===== src/rtl/frame_sync_mode_apply_if.sv =====
// Mode request/apply bundle between the switch-panel side and the frame-synchronous mode applier.
// dbg_state mirrors the applier FSM so checkers can observe it without hierarchical references.
interface frame_sync_mode_apply_if;
    logic [3:0]  mode_req;
    logic        vsync;
    logic [3:0]  mode_active;
    logic        mode_changed;
    logic        busy;
    logic [15:0] led;
    logic [1:0]  dbg_state;

    // mode_req/vsync are level inputs sampled every clock; there is no valid/ready handshake,
    // a request is accepted only once it has held one value for STABLE_CYCLES clocks.
    modport master (
        output mode_req, vsync,
        input  mode_active, mode_changed, busy, led, dbg_state
    );

    modport slave (
        input  mode_req, vsync,
        output mode_active, mode_changed, busy, led, dbg_state
    );
endinterface


===== src/rtl/frame_sync_mode_apply.sv =====
// Qualifies a requested mode code for stability, sanitises illegal codes and applies the change
// only at the next frame start, with a commit pulse and active-low status LEDs.
module frame_sync_mode_apply #(
    parameter int STABLE_CYCLES = 16,
    parameter int MAX_MODE      = 5,
    parameter int VS_POL        = 1,
    parameter int BLINK_BIT     = 23
) (
    input  logic                    clk,
    input  logic                    rst,
    frame_sync_mode_apply_if.slave  io_mode
);

    localparam int          LP_CW     = $clog2(STABLE_CYCLES + 1);
    localparam int          LP_BW     = BLINK_BIT + 1;
    localparam logic [LP_CW-1:0] LP_STABLE = LP_CW'(STABLE_CYCLES);
    localparam logic [LP_CW-1:0] LP_ONE    = LP_CW'(1);
    localparam logic [3:0]  LP_MAX    = 4'(MAX_MODE);
    localparam logic        LP_VS_ACT = (VS_POL != 0);

    typedef enum logic [1:0] {
        ST_IDLE    = 2'd0,
        ST_QUALIFY = 2'd1,
        ST_PENDING = 2'd2,
        ST_COMMIT  = 2'd3
    } state_t;

    state_t            r_state;
    logic [LP_CW-1:0]  r_cnt;
    logic [3:0]        r_cand;
    logic [3:0]        r_mode_active;
    logic              r_mode_changed;
    logic [15:0]       r_led;
    logic [LP_BW-1:0]  r_blink;
    logic              r_vs1;
    logic              r_vs2;

    state_t            w_state_next;
    logic [LP_CW-1:0]  w_cnt_next;
    logic [3:0]        w_cand_next;
    logic [3:0]        w_active_next;
    logic [LP_BW-1:0]  w_blink_next;
    logic [15:0]       w_led_next;
    logic [3:0]        w_req_s;
    logic              w_frame_start;

    assign w_req_s       = (io_mode.mode_req > LP_MAX) ? 4'd0 : io_mode.mode_req;
    assign w_frame_start = (r_vs1 == LP_VS_ACT) && (r_vs2 != LP_VS_ACT);
    assign w_blink_next  = r_blink + LP_BW'(1);
    assign w_active_next = (r_state == ST_COMMIT) ? r_cand : r_mode_active;

    always_comb begin
        w_state_next = r_state;
        w_cnt_next   = r_cnt;
        w_cand_next  = r_cand;
        case (r_state)
            ST_IDLE: begin
                if (w_req_s != r_mode_active) begin
                    w_cand_next  = w_req_s;
                    w_cnt_next   = LP_ONE;
                    w_state_next = ST_QUALIFY;
                end
            end
            ST_QUALIFY: begin
                if (w_req_s == r_mode_active) begin
                    w_cnt_next   = '0;
                    w_state_next = ST_IDLE;
                end else if (w_req_s != r_cand) begin
                    w_cand_next = w_req_s;
                    w_cnt_next  = LP_ONE;
                end else begin
                    w_cnt_next = r_cnt + LP_ONE;
                    if (w_cnt_next == LP_STABLE) begin
                        w_state_next = ST_PENDING;
                    end
                end
            end
            ST_PENDING: begin
                // A request change in the frame-start cycle outranks the commit.
                if (w_req_s == r_mode_active) begin
                    w_cnt_next   = '0;
                    w_state_next = ST_IDLE;
                end else if (w_req_s != r_cand) begin
                    w_cand_next  = w_req_s;
                    w_cnt_next   = LP_ONE;
                    w_state_next = ST_QUALIFY;
                end else if (w_frame_start) begin
                    w_state_next = ST_COMMIT;
                end
            end
            ST_COMMIT: begin
                w_cnt_next   = '0;
                w_state_next = ST_IDLE;
            end
            default: begin
                w_cnt_next   = '0;
                w_state_next = ST_IDLE;
            end
        endcase
    end

    // LEDs are built from next-cycle values so the registered pattern lines up with the state it shows.
    always_comb begin
        w_led_next = '1;
        if (w_active_next != 4'd0) begin
            w_led_next[w_active_next - 4'd1] = 1'b0;
        end
        if ((w_state_next == ST_PENDING) && (w_cand_next != 4'd0) && (w_cand_next != w_active_next)) begin
            w_led_next[w_cand_next - 4'd1] = ~w_blink_next[BLINK_BIT];
        end
    end

    always_ff @(posedge clk or posedge rst) begin
        if (rst) begin
            r_state        <= ST_IDLE;
            r_cnt          <= '0;
            r_cand         <= '0;
            r_mode_active  <= '0;
            r_mode_changed <= 1'b0;
            r_led          <= '1;
            r_blink        <= '0;
            r_vs1          <= ~LP_VS_ACT;
            r_vs2          <= ~LP_VS_ACT;
        end else begin
            r_state        <= w_state_next;
            r_cnt          <= w_cnt_next;
            r_cand         <= w_cand_next;
            r_mode_active  <= w_active_next;
            r_mode_changed <= (r_state == ST_COMMIT);
            r_led          <= w_led_next;
            r_blink        <= w_blink_next;
            r_vs1          <= io_mode.vsync;
            r_vs2          <= r_vs1;
        end
    end

    assign io_mode.mode_active  = r_mode_active;
    assign io_mode.mode_changed = r_mode_changed;
    assign io_mode.busy         = (r_state != ST_IDLE);
    assign io_mode.led          = r_led;
    assign io_mode.dbg_state    = r_state;

endmodule


===== src/flat_wrapper.sv =====
// flat-port wrapper written by rule: the top's interface ports become plain ports
module frame_sync_mode_apply_flat 
#(
    parameter int STABLE_CYCLES = 16,
    parameter int MAX_MODE      = 5,
    parameter int VS_POL        = 1,
    parameter int BLINK_BIT     = 23
)
  (clk, rst, io_mode_mode_req, io_mode_vsync, io_mode_mode_active, io_mode_mode_changed, io_mode_busy, io_mode_led, io_mode_dbg_state);
  frame_sync_mode_apply_if io_mode_i ();
  input  logic clk;
  input  logic rst;
  input wire logic [$bits(io_mode_i.mode_req)-1:0] io_mode_mode_req;
  input wire logic [$bits(io_mode_i.vsync)-1:0] io_mode_vsync;
  output wire logic [$bits(io_mode_i.mode_active)-1:0] io_mode_mode_active;
  output wire logic [$bits(io_mode_i.mode_changed)-1:0] io_mode_mode_changed;
  output wire logic [$bits(io_mode_i.busy)-1:0] io_mode_busy;
  output wire logic [$bits(io_mode_i.led)-1:0] io_mode_led;
  output wire logic [$bits(io_mode_i.dbg_state)-1:0] io_mode_dbg_state;
  assign io_mode_i.mode_req = io_mode_mode_req;
  assign io_mode_i.vsync = io_mode_vsync;
  assign io_mode_mode_active = io_mode_i.mode_active;
  assign io_mode_mode_changed = io_mode_i.mode_changed;
  assign io_mode_busy = io_mode_i.busy;
  assign io_mode_led = io_mode_i.led;
  assign io_mode_dbg_state = io_mode_i.dbg_state;
  frame_sync_mode_apply #(.STABLE_CYCLES(STABLE_CYCLES), .MAX_MODE(MAX_MODE), .VS_POL(VS_POL), .BLINK_BIT(BLINK_BIT)) u_core (.clk(clk), .rst(rst), .io_mode(io_mode_i));
endmodule

===== config.mk =====
export PLATFORM = sky130hd
export DESIGN_NAME = frame_sync_mode_apply_flat
export DESIGN_NICKNAME = d
export VERILOG_FILES = /design/src/rtl/frame_sync_mode_apply_if.sv /design/src/rtl/frame_sync_mode_apply.sv /design/src/flat_wrapper.sv
export SDC_FILE = /design/constraint.sdc
export NUM_CORES = 1
export LEC_CHECK = 0
export ABC_CLOCK_PERIOD_IN_PS = 2300
export CORE_MARGIN = 2
export CORE_UTILIZATION = 43
export CTS_CLUSTER_DIAMETER = 40
export DETAILED_ROUTE_END_ITERATION = 10
export GPL_ROUTABILITY_DRIVEN = 0
export PLACE_DENSITY = 0.74
export SLEW_MARGIN = 20
export SYNTH_ARGS = -nofsm -noshare
export SYNTH_HDL_FRONTEND = slang
export SYNTH_SLANG_ARGS = --single-unit

===== constraint.sdc =====
create_clock -name clk -period 2.3 [get_ports clk]
set_clock_uncertainty 0.2 [all_clocks]
set_input_delay 0.345 -clock clk [delete_from_list [all_inputs] [get_ports clk]]
set_output_delay 0.345 -clock clk [all_outputs]
set_load 0.1 [all_outputs]

==> metrics.md, run 1 <==
| Metric | Value |
|---|---|
| Synth Register Bits | 58 |
| Synthesized cell area | 3120 um^2 |
| Commonest non-fill, non-tap cell in the layout | buf_4 |
| Root buffer cell | clkbuf_8 |
| Layout Area Growth over Synthesis | 46.1% |
| Dpl cell area | 3990 um^2 |
| Largest net degree at the start of global routing | 59 |
| WP data arrival | 2.46 ns |
| CP Capture Type | flip-flop |
| Die extent in x | 89.1 um |
| Clock share of power | 0.257 |
| Pins Over Slew Limit | 0 |
| Final HPWL DP | 5.33 mm |
| Via Count | 2796 |
| DR WL/cell | 15.6 um |
| Ports | 31 |
| Worst Path Max Fanout | 8 |
| Number of remaining DRC errors | 0 |
| Final worst path period share | 1.06 |
| Area of the die | 7940 um^2 |
| Internal reg-to-reg setup slack | -0.14 ns |
| Combinational share of power | 0.396 |
| GRT Overall Usage | 0.209 |
| Crit Path Category | flip-flop to flip-flop |
| R2R Path End | u_core.io_mode.led[2]$_DFF_PP1_ |
| Fin worst setup slack | -0.135 ns |
| Crit path from | u_core.io_mode.mode_active[2]$_DFF_PP0_ |
| Cell Int Power | 0.00200 W |
| # diodes | 0 |
| Initial antenna violation count | 0 |
| First-pass GRT wire length | 12.8 mm |
| Peak VDD IR | 0.346 mV |
| Core Util, Final | 0.638 |
| CTS buffer count | 9 |
| CTS tree | yes |
| Setup crit end | u_core.io_mode.led[2]$_DFF_PP1_ |
| Finish-stage setup viols | 15 |
| Critical Path Source Type | flip-flop |
| Port Buffers | 30 |
| Layout cells sized above 1 | 0.454 |
| Post-synth cell types | 64 |
| Cells after Synth | 316 |
| RSZ-0062 raised after global routing | true |
| Psw | 0.00114 W |
| Row count | 31 |
| Grt ovf | 0 |
| Switch share | 0.362 |
| Final ANT Viol Nets | 0 |
| Worst r2r src | u_core.io_mode.mode_active[2]$_DFF_PP0_ |
| Most frequent cells in the layout | 84 x buf_4, 37 x dfrtp_1, 33 x nor2_1, 26 x nand2_1, 16 x dfstp_2 |
| Layout Nets | 433 |
| Seq/Total Area, Yosys | 0.472 |
| Tightest Hold Check Type | input pin to asynchronous set/reset pin |
| R2R depth | 8 |
| Top cells by area, synth | dfrtp_1 34%, dfstp_2 13%, xnor2_1 4.2% |
| Lkg Pwr | 2.02 nW |
| Initial Utilization | 0.437 |
| Fmax | 411 MHz |
| Clk_lat worst skew | 0.33 ns |
| Pre-antenna DRT Iters | 4 |
| Fin area | 4550 um^2 |
| # fillers | 564 |
| Ys Warns | 0 |
| Clock Tree Buf Depth | 2 |
| Failing checks | negative setup slack |
| PD cells | 691 nW/um^2 |
| Vias in the first global route | 2668 |
| Net Count, Synth | 329 |
| Initial DRC count | 132 |
| Final WL | 8.20 mm |
| Syn_area_per_cell | 9.86 um^2 |
| Clock sink total | 58 |
| Fraction of registers with async set or reset after synthesis | 1.00 |
| Cell taking the most area after synthesis | dfrtp_1 |
| Sequential share of power | 0.348 |
| Outcome | finished with violations |
| Number of synthesized flops with an enable pin | 0 |
| Via density | 5.34 |
| Max Cap Viol | 0 |
| Synth top area share | 0.337 |
| Most used DFF post-synth | dfrtp_1 |
| H-tree Lvls | 3 |
| Min Tclk post-route | 2.44 ns |
| Core area | 7140 um^2 |
| Clk pin slew, worst setup/hold paths | 0.07 ns |
| Req. time, crit path | 2.33 ns |
| Endpoints failing hold | 0 |
| Die height | 89.1 um |
| CTS Hold Bufs | 0 |
## flip-flops by register name (all words and copies together), names as in the netlist, 2 cells and up
| signal | flops |
|---|---|
| u_core.r_cnt | 5 |
| u_core.r_blink | 24 |
| u_core.io_mode.dbg_state | 2 |
| u_core.r_cand | 4 |
| u_core.io_mode.mode_active | 4 |
| u_core.io_mode.led | 16 |
## Yosys cell counts, drive strengths merged (4+ instances only)
library cell / count
nor3: 16
buf: 4
xnor2: 15
xor2: 10
nand4: 5
ha: 6
dfstp: 16
nand3: 16
nand2: 26
and2: 5
nor2: 34
o21a: 4
a21oi: 11
nor2b: 5
dfrtp: 42
clkbuf: 4
o21ai: 11
a31oi: 16
inv: 19
## power groups by stage
stage          clock network (W)  logic, W  registers, W
2_1_floorplan                  0  0.000566       0.00120
3_3_place_gp                   0  0.000968       0.00111
3_5_place_dp                   0  0.000987       0.00111
4_1_cts                 0.000824   0.00109       0.00109
5_1_grt                 0.000874   0.00133       0.00110
6_report                0.000806   0.00124       0.00109
## final cells by class
cell class,count,area (um^2),area share
flip-flops and latches,58,1480,0.325
clock inverters,3,17.5,0.00385
repair buffers,101,853,0.187
clock buffers,13,149,0.0327
inverters,19,77.6,0.0170
multi-input cells,231,1850,0.407
well taps,99,124,0.0272
## per-layer routing
layer  global-route usage  wire [um]  vias to the layer above
met2                0.330       4100                       66
met3               0.0471        314                       16
li1                     -          -                     1330
met4               0.0760        150                        0
met1                0.284       3630                     1384
met5                    0          0                        -
## how the worst min path moves through the flow
stage / end / slack, ns / start / cells after the start
3_5_place_dp: u_core.r_vs2$_DFF_PP0_ / 0.16 / u_core.r_vs1$_DFF_PP0_ / 0
5_1_grt: u_core.r_vs2$_DFF_PP0_ / 0.19 / u_core.r_vs1$_DFF_PP0_ / 0
3_3_place_gp: u_core.r_vs2$_DFF_PP0_ / 0.16 / u_core.r_vs1$_DFF_PP0_ / 0
2_1_floorplan: u_core.r_vs2$_DFF_PP0_ / 0.15 / u_core.r_vs1$_DFF_PP0_ / 0
4_1_cts: u_core.r_vs2$_DFF_PP0_ / 0.18 / u_core.r_vs1$_DFF_PP0_ / 0
6_report: u_core.r_blink[1]$_DFF_PP0_ / 0.18 / rst / 3
## critical path, stage by stage, from the launching register on
cell and delay [ns]:
dfrtp_2 0.43, nand2b_4 0.15, o221a_4 0.12, o2111a_2 0.29, buf_12 0.16, nor4b_4 0.36
o21ai_4 0.17, nor3_2 0.27, a31oi_1 0.17
## cell families (layout without fill, tap and decap cells)
logic type,count (synthesis),count (layout),share of synthesized area
other cells,1,1,0.00120
fa+ha+maj,6,6,0.0241
compound gates,65,65,0.157
flops,58,58,0.472
buf+inv,27,136,0.0390
mux,5,5,0.0169
xor+xnor,25,25,0.0703
simple gates,129,129,0.219
## through the flow
stage / total power (W) / hold slack, ns / TNS (ns) / instances / setup slack, ns
after global routing: 0.00330 / 0.185 / -2.82 / 524 / -0.234
final: 0.00314 / 0.176 / -1.77 / 524 / -0.135
after detailed placement: 0.00210 / 0.162 / -14.62 / 493 / -0.786
after floorplan: 0.00177 / 0.147 / -5.92 / 316 / -0.380
after global placement: 0.00208 / 0.157 / -13.76 / 493 / -0.763
after CTS: 0.00300 / 0.177 / -1.01 / 516 / -0.108
## what timing repair did
action | in CTS | in global routing
cloned | 0 | 1
hold endpoints to repair | 0 | 0
pin swaps | 9 | 16
resized for setup | 28 | 35
setup buffers | 7 | 7
endpoints found under the setup margin | 20 | 16
(Power assumes the default switching activity.)
==> inputs of run 2 (changes only) <==
--- a/config.mk
+++ b/config.mk
@@ -11,7 +11,7 @@
 export CTS_CLUSTER_DIAMETER = 40
 export DETAILED_ROUTE_END_ITERATION = 10
 export GPL_ROUTABILITY_DRIVEN = 0
-export PLACE_DENSITY = 0.74
+export PLACE_DENSITY = 0.65
 export SLEW_MARGIN = 20
 export SYNTH_ARGS = -nofsm -noshare
 export SYNTH_HDL_FRONTEND = slang
==> run 2 against run 1 <==
Against the previous run: final cell count shrank 0.57%; largest cell class unchanged; combinational power shrank 9.7%; via count shrank 4.3%; routed wire length shrank 8.3%; first-iteration DRC count shrank 36%; fmax grew 0.33%; global-route usage shrank 0.47 points; critical path depth grew 2; sequential share of layout area grew 0.71 points; the flow still finishes with violations (negative setup slack).
==> metrics.md, run 2 (synthesis results as in run 1) <==
| Metric | Value |
|---|---|
| Outcome | finished with violations |
| Failing checks | negative setup slack |
| Die extent in x | 89.1 um (unchanged) |
| PD cells | 743 nW/um^2 (+7.6%) |
| Port Buffers | 30 (unchanged) |
| Die height | 89.1 um (unchanged) |
| Final WL | 7.52 mm (-8.3%) |
| Via density | 5.13 (-3.8%) |
| Clock share of power | 0.331 (+0.074) |
| Number of remaining DRC errors | 0 (unchanged) |
| Final worst path period share | 1.06 (-0.00349) |
| # diodes | 0 (unchanged) |
| Lkg Pwr | 1.99 nW (-1.8%) |
| DR WL/cell | 14.4 um (-7.7%) |
| Clk pin slew, worst setup/hold paths | 0.07 ns (about the same) |
| Non-Filler Instances | 521 (-0.57%) |
| Max reg flops | 24 (unchanged) |
| Max Cap Viol | 0 (unchanged) |
| Most frequent cells in the layout | 85 x buf_4, 37 x dfrtp_1, 33 x nor2_1, 25 x nand2_1, 16 x dfstp_2 |
| Worst hold margin | 0.169 ns (-0.00741 ns) |
| Layout cells sized above 1 | 0.438 (-0.0157) |
| Core area | 7140 um^2 (unchanged) |
| Switch share | 0.328 (-0.0345) |
| Via Count | 2675 (-4.3%) |
| Initial DRC count | 85 (-36%) |
| WP data arrival | 2.48 ns (+0.02 ns) |
| Psw | 0.00108 W (-4.7%) |
| Commonest non-fill, non-tap cell in the layout | buf_4 |
| # fillers | 598 (+6.0%) |
| Clock Tree Buf Depth | 2 (unchanged) |
| Met1 Use GR | 0.283 (-0.00110) |
| Largest net degree at the start of global routing | 59 (unchanged) |
| Grt ovf | 0 (unchanged) |
| Largest Register | u_core.r_blink |
| Finish-stage setup viols | 15 (unchanged) |
| Pre-antenna DRT Iters | 4 (unchanged) |
| Worst Path Max Fanout | 5 (-3) |
| Min Tclk post-route | 2.43 ns (-0.00802 ns) |
| Clock sink total | 58 (unchanged) |
| Vias in the first global route | 2614 (-2.0%) |
| Layout Nets | 430 (-0.69%) |
| Sequential share of power | 0.331 (-0.017) |
| Area of the die | 7940 um^2 (unchanged) |
| CP Capture Type | flip-flop |
| Final ANT Viol Nets | 0 (unchanged) |
| GRT Overall Usage | 0.205 (-0.00469) |
| Critical Path Source Type | flip-flop |
| Root buffer cell | clkbuf_8 |
| Grt met3 use | 0.0416 (-0.00554) |
| Fin worst setup slack | -0.127 ns (+0.00802 ns) |
| Row count | 31 (unchanged) |
| Combinational share of power | 0.338 (-0.058) |
| Clk_lat worst skew | 0.34 ns (about the same) |
| Total Power | 0.00331 W (+5.3%) |
| Ports | 31 (unchanged) |
| Final HPWL DP | 5.38 mm (+0.98%) |
| Most used routing layer | met2 |
| First-pass GRT wire length | 12.4 mm (-2.5%) |
| Crit Path Category | flip-flop to flip-flop |
| Initial Utilization | 0.437 (unchanged) |
| Endpoints failing hold | 0 (unchanged) |
| Fmax | 412 MHz (+0.33%) |
| CTS buffer count | 9 (unchanged) |
| GR Layer Usage met2 | 0.317 (-0.0128) |
| Layout Area Growth over Synthesis | 43.0% |
| Peak VDD IR | 0.382 mV (+10%) |
| H-tree Lvls | 3 (unchanged) |
| Initial antenna violation count | 0 (unchanged) |
| RSZ-0062 raised after global routing | true |
| Tightest Hold Check Type | input pin to asynchronous set/reset pin |
| CTS tree | yes |
| Req. time, crit path | 2.36 ns (+0.03 ns) |
| Placed cells | 496 (+0.61%) |
| Pins Over Slew Limit | 0 (unchanged) |
| Cell Int Power | 0.00223 W (+11%) |
## run 2: critical path, cell delays in order (launching register included)
cell      delay, ns
dfrtp_2        0.42
nand2b_4       0.14
o221a_1        0.12
o2111a_2       0.32
buf_6          0.15
nor3_4         0.24
a32oi_4        0.14
buf_4          0.17
buf_4          0.14
nor3_4         0.19
a31oi_1        0.10
## run 2: path summary, 6_finish.rpt
check,cells after the start,slack [ns],startpoint,end
worst min register to register,0,0.17,u_core.r_vs1$_DFF_PP0_,u_core.r_vs2$_DFF_PP0_
max in group asynchronous,3,1.42,rst,u_core.io_mode.led[7]$_DFF_PP1_
worst max register to register,10,-0.13,u_core.io_mode.mode_active[2]$_DFF_PP0_,u_core.io_mode.led[4]$_DFF_PP1_
worst max-delay path,10,-0.13,u_core.io_mode.mode_active[2]$_DFF_PP0_,u_core.io_mode.led[4]$_DFF_PP1_
min in group clk,0,0.17,u_core.r_vs1$_DFF_PP0_,u_core.r_vs2$_DFF_PP0_
worst min-delay path,3,0.17,rst,u_core.r_blink[22]$_DFF_PP0_
## run 2: timing repair
action,4_1_cts,5_1_grt
gates resized for setup,30,10
pin swaps,16,10
setup buffers,6,3
hold buffers,0,0
endpoints found under the setup margin,24,23
## run 2: layout make-up
type                    count  area, um^2  area share
well taps                  99         124      0.0278
inverters                  19        77.6      0.0174
flip-flops and latches     58        1480       0.332
repair buffers             98         800       0.179
clock buffers              12         165      0.0371
multi-input cells         231        1740       0.390
clock inverters             4        72.6      0.0163
## run 2: per-stage QoR
step,setup WS [ns],utilization,area [um^2],TNS [ns]
2_1_floorplan,-0.380,-,3220,-5.92
3_5_place_dp,-0.819,0.560,4000,-16.02
5_1_grt,-0.243,0.624,4450,-2.90
6_report,-0.127,0.624,4450,-1.21
3_3_place_gp,-0.791,0.560,4000,-15.17
4_1_cts,-0.0678,0.616,4400,-0.663
## run 2: power by group through the flow
stage	sequential [W]	clock [W]	combinational, W
after floorplan	0.00120	0	0.000566
after global placement	0.00111	0	0.000983
after detailed placement	0.00111	0	0.000990
after CTS	0.00109	0.00112	0.00108
after global routing	0.00110	0.00116	0.00120
final	0.00110	0.00110	0.00112
## run 2: layer usage
metal | up-vias | wire, um
li1 | 1322 | -
met1 | 1287 | 3490
met2 | 53 | 3640
met3 | 13 | 258
met4 | 0 | 134
met5 | - | 0
==> inputs of run 3 (changes only) <==
--- a/config.mk
+++ b/config.mk
@@ -5,13 +5,13 @@
 export SDC_FILE = /design/constraint.sdc
 export NUM_CORES = 1
 export LEC_CHECK = 0
-export ABC_CLOCK_PERIOD_IN_PS = 2300
+export ABC_CLOCK_PERIOD_IN_PS = 2900
 export CORE_MARGIN = 2
-export CORE_UTILIZATION = 43
+export CORE_UTILIZATION = 61
 export CTS_CLUSTER_DIAMETER = 40
 export DETAILED_ROUTE_END_ITERATION = 10
 export GPL_ROUTABILITY_DRIVEN = 0
-export PLACE_DENSITY = 0.65
+export PLACE_DENSITY = 0.85
 export SLEW_MARGIN = 20
 export SYNTH_ARGS = -nofsm -noshare
 export SYNTH_HDL_FRONTEND = slang
==> constraint.sdc (replaced) <==
create_clock -name clk -period 2.9 [get_ports clk]
set_clock_uncertainty 0.2 [all_clocks]
set_input_delay 0.435 -clock clk [delete_from_list [all_inputs] [get_ports clk]]
set_output_delay 0.435 -clock clk [all_outputs]
set_load 0.1 [all_outputs]
==> run 3 against run 2 <==
Against the previous run: the flow now finishes without violations; final cell count down 12%; final area down 11%; critical path depth unchanged; clock-buffer cell count down 1; via count up 2.0%; register-to-register slack better by 0.32 ns; highest routed layer unchanged.
==> metrics.md, run 3 (synthesis results as in run 1) <==
| Metric | Value |
|---|---|
| Outcome | finished, final reports clean |
| Final ANT Viol Nets | 0 (unchanged) |
| Crit Path Category | input pin to flip-flop |
| Worst stage delay on the critical path | 0.48 ns (+0.06 ns) |
| Combinational share of power | 0.297 (-0.041) |
| Via density | 5.98 (+17%) |
| Placed cells | 440 (-11%) |
| Lkg Pwr | 1.80 nW (-9.5%) |
| Final WL | 7.80 mm (+3.8%) |
| CTS tree | yes |
| Clk_lat worst skew | 0.34 ns (about the same) |
| Req. time, crit path | 2.95 ns (+0.59 ns) |
| Cell Int Power | 0.00161 W (-28%) |
| Worst hold margin | 0.169 ns (+0.000377 ns) |
| Grt ovf | 0 (unchanged) |
| Tightest Hold Check Type | flip-flop to flip-flop |
| Worst path slowest cell | clkdlybuf4s50_1 |
| Die extent in x | 75.5 um (-15%) |
| Most frequent cells in the layout | 53 x buf_4, 39 x dfrtp_1, 34 x nor2_1, 26 x nand2_1 |
| Finish-stage setup viols | 0 (-15) |
| Fmax | 362 MHz |
| # diodes | 0 (unchanged) |
| Clock Tree Buf Depth | 2 (unchanged) |
| CTS buffer count | 9 (unchanged) |
| Via Count | 2728 (+2.0%) |
| Crit path max-delay family | compound AO/OA/AOI/OAI gates |
| Number of remaining DRC errors | 0 (unchanged) |
| Initial antenna violation count | 0 (unchanged) |
| Port Buffers | 30 (unchanged) |
| Layout Nets | 394 (-8.4%) |
| Peak VDD IR | 0.497 mV (+30%) |
| GRT Overall Usage | 0.303 (+0.0984) |
| Clk pin slew, worst setup/hold paths | 0.06 ns (about the same) |
| Clock share of power | 0.341 (+0.010) |
| Pre-antenna DRT Iters | 4 (unchanged) |
| Core area | 5010 um^2 (-30%) |
| Pins Over Slew Limit | 0 (unchanged) |
| Buf+Inv Stages, Crit Path | 4 (+1) |
| Largest net degree at the start of global routing | 59 (unchanged) |
| Vias in the first global route | 2639 (+0.96%) |
| Non-Filler Instances | 456 (-12%) |
| Area of the die | 5690 um^2 (-28%) |
| Psw | 0.000832 W (-23%) |
| Switch share | 0.341 (+0.0130) |
| Ports | 31 (unchanged) |
| Endpoints failing hold | 0 (unchanged) |
| Initial DRC count | 255 (+200%) |
| Layout cells sized above 1 | 0.308 (-0.130) |
| CTS Hold Bufs | 0 (unchanged) |
| Row count | 26 (-16%) |
| Sequential share of power | 0.362 (+0.031) |
| CP Capture Type | flip-flop |
| Layout Area Growth over Synthesis | 26.6% |
| Clock sink total | 58 (unchanged) |
| Worst Path Max Fanout | 8 (+3) |
| PD cells | 619 nW/um^2 (-17%) |
| DR WL/cell | 17.1 um (+19%) |
| Critical Path Source Type | input pin |
| Internal reg-to-reg setup slack | 0.19 ns (+0.32 ns) |
| Post-CTS setup buffers | 0 (-6) |
| Crit-path cells | clkdlybuf4s50_1 -> inv_1 -> o221a_1 -> o2111a_2 -> buf_12 -> a21o_4 -> a21oi_4 -> inv_2 -> nor4_1 -> a31oi_1 |
| Dpl cell area | 3680 um^2 (-7.9%) |
| Largest Register | u_core.r_blink |
| First-pass GRT wire length | 12.8 mm (+2.8%) |
| WP data arrival | 2.81 ns (+0.33 ns) |
| Max reg flops | 24 (unchanged) |
| Fin area | 3950 um^2 (-11%) |
| Min Tclk post-route | 2.76 ns |
| H-tree Lvls | 3 (unchanged) |
| RSZ-0062 raised after global routing | false |
| Initial Utilization | 0.622 (+0.185) |
| Root buffer cell | clkbuf_8 |
| Final HPWL DP | 5.21 mm (-3.3%) |
| Max Cap Viol | 0 (unchanged) |
| Final worst path period share | 0.952 |
| Die height | 75.5 um (-15%) |
| Commonest non-fill, non-tap cell in the layout | buf_4 |
## run 3: cell type report
| class | instances | area, um^2 |
|---|---|---|
| Clock buffer | 11 | 141 |
| Clock inverter | 5 | 78.8 |
| Fill cell | 345 | 1060 |
| Inverter | 19 | 75.1 |
| Multi-Input combinational cell | 231 | 1560 |
| Sequential cell | 58 | 1480 |
| Tap cell | 70 | 87.6 |
| Timing Repair Buffer | 62 | 526 |
## run 3: final timing paths
check | start | cells past startpoint | endpoint
max in group asynchronous | rst | 3 | u_core.io_mode.led[11]$_DFF_PP1_
min in group asynchronous | rst | 3 | u_core.r_blink[21]$_DFF_PP0_
hold reg to reg | u_core.r_vs1$_DFF_PP0_ | 0 | u_core.r_vs2$_DFF_PP0_
hold / removal | u_core.r_vs1$_DFF_PP0_ | 0 | u_core.r_vs2$_DFF_PP0_
setup / recovery | io_mode_mode_req[0] | 10 | u_core.io_mode.led[8]$_DFF_PP1_
setup reg to reg | u_core.r_blink[2]$_DFF_PP0_ | 7 | u_core.io_mode.led[8]$_DFF_PP1_
## run 3: metrics by stage
step                      total power [W]  setup TNS (ns)  setup WS [ns]   util
final                             0.00244               0          0.139  0.787
after global routing              0.00254               0         0.0427  0.787
after CTS                         0.00243               0         0.0483  0.781
after detailed placement          0.00158           -4.18         -0.342  0.734
after global placement            0.00156           -2.58         -0.235  0.734
after floorplan                   0.00134               0         0.0162      -
## run 3: metal layers
layer / global-route usage / routed length [um] / part of all wire
met2: 0.474 / 3950 / 0.51
met3: 0.0873 / 421 / 0.054
met4: 0.150 / 223 / 0.029
met5: 0 / 0 / 0
met1: 0.386 / 3210 / 0.41
## run 3: worst register-to-register path: cells and delay by family, from the launching register on
family | cells | cell delay, ns
compound gates | 2 | 0.33
xor+xnor | 1 | 0.26
flops | 1 | 0.45
simple gates | 4 | 1.38
## run 3: power groups by stage
stage	Combinational (W)	Clock (W)	Sequential, W
2_1_floorplan	0.000393	0	0.000951
3_3_place_gp	0.000667	0	0.000896
3_5_place_dp	0.000684	0	0.000897
4_1_cts	0.000706	0.000841	0.000883
5_1_grt	0.000770	0.000886	0.000888
6_report	0.000726	0.000833	0.000884
## run 3: timing repair
| action | in CTS | in global routing |
|---|---|---|
| hold endpoints to repair | 0 | 0 |
| setup endpoints to repair | 5 | 15 |
| resized for setup | 3 | 8 |
| pin swaps | 0 | 4 |
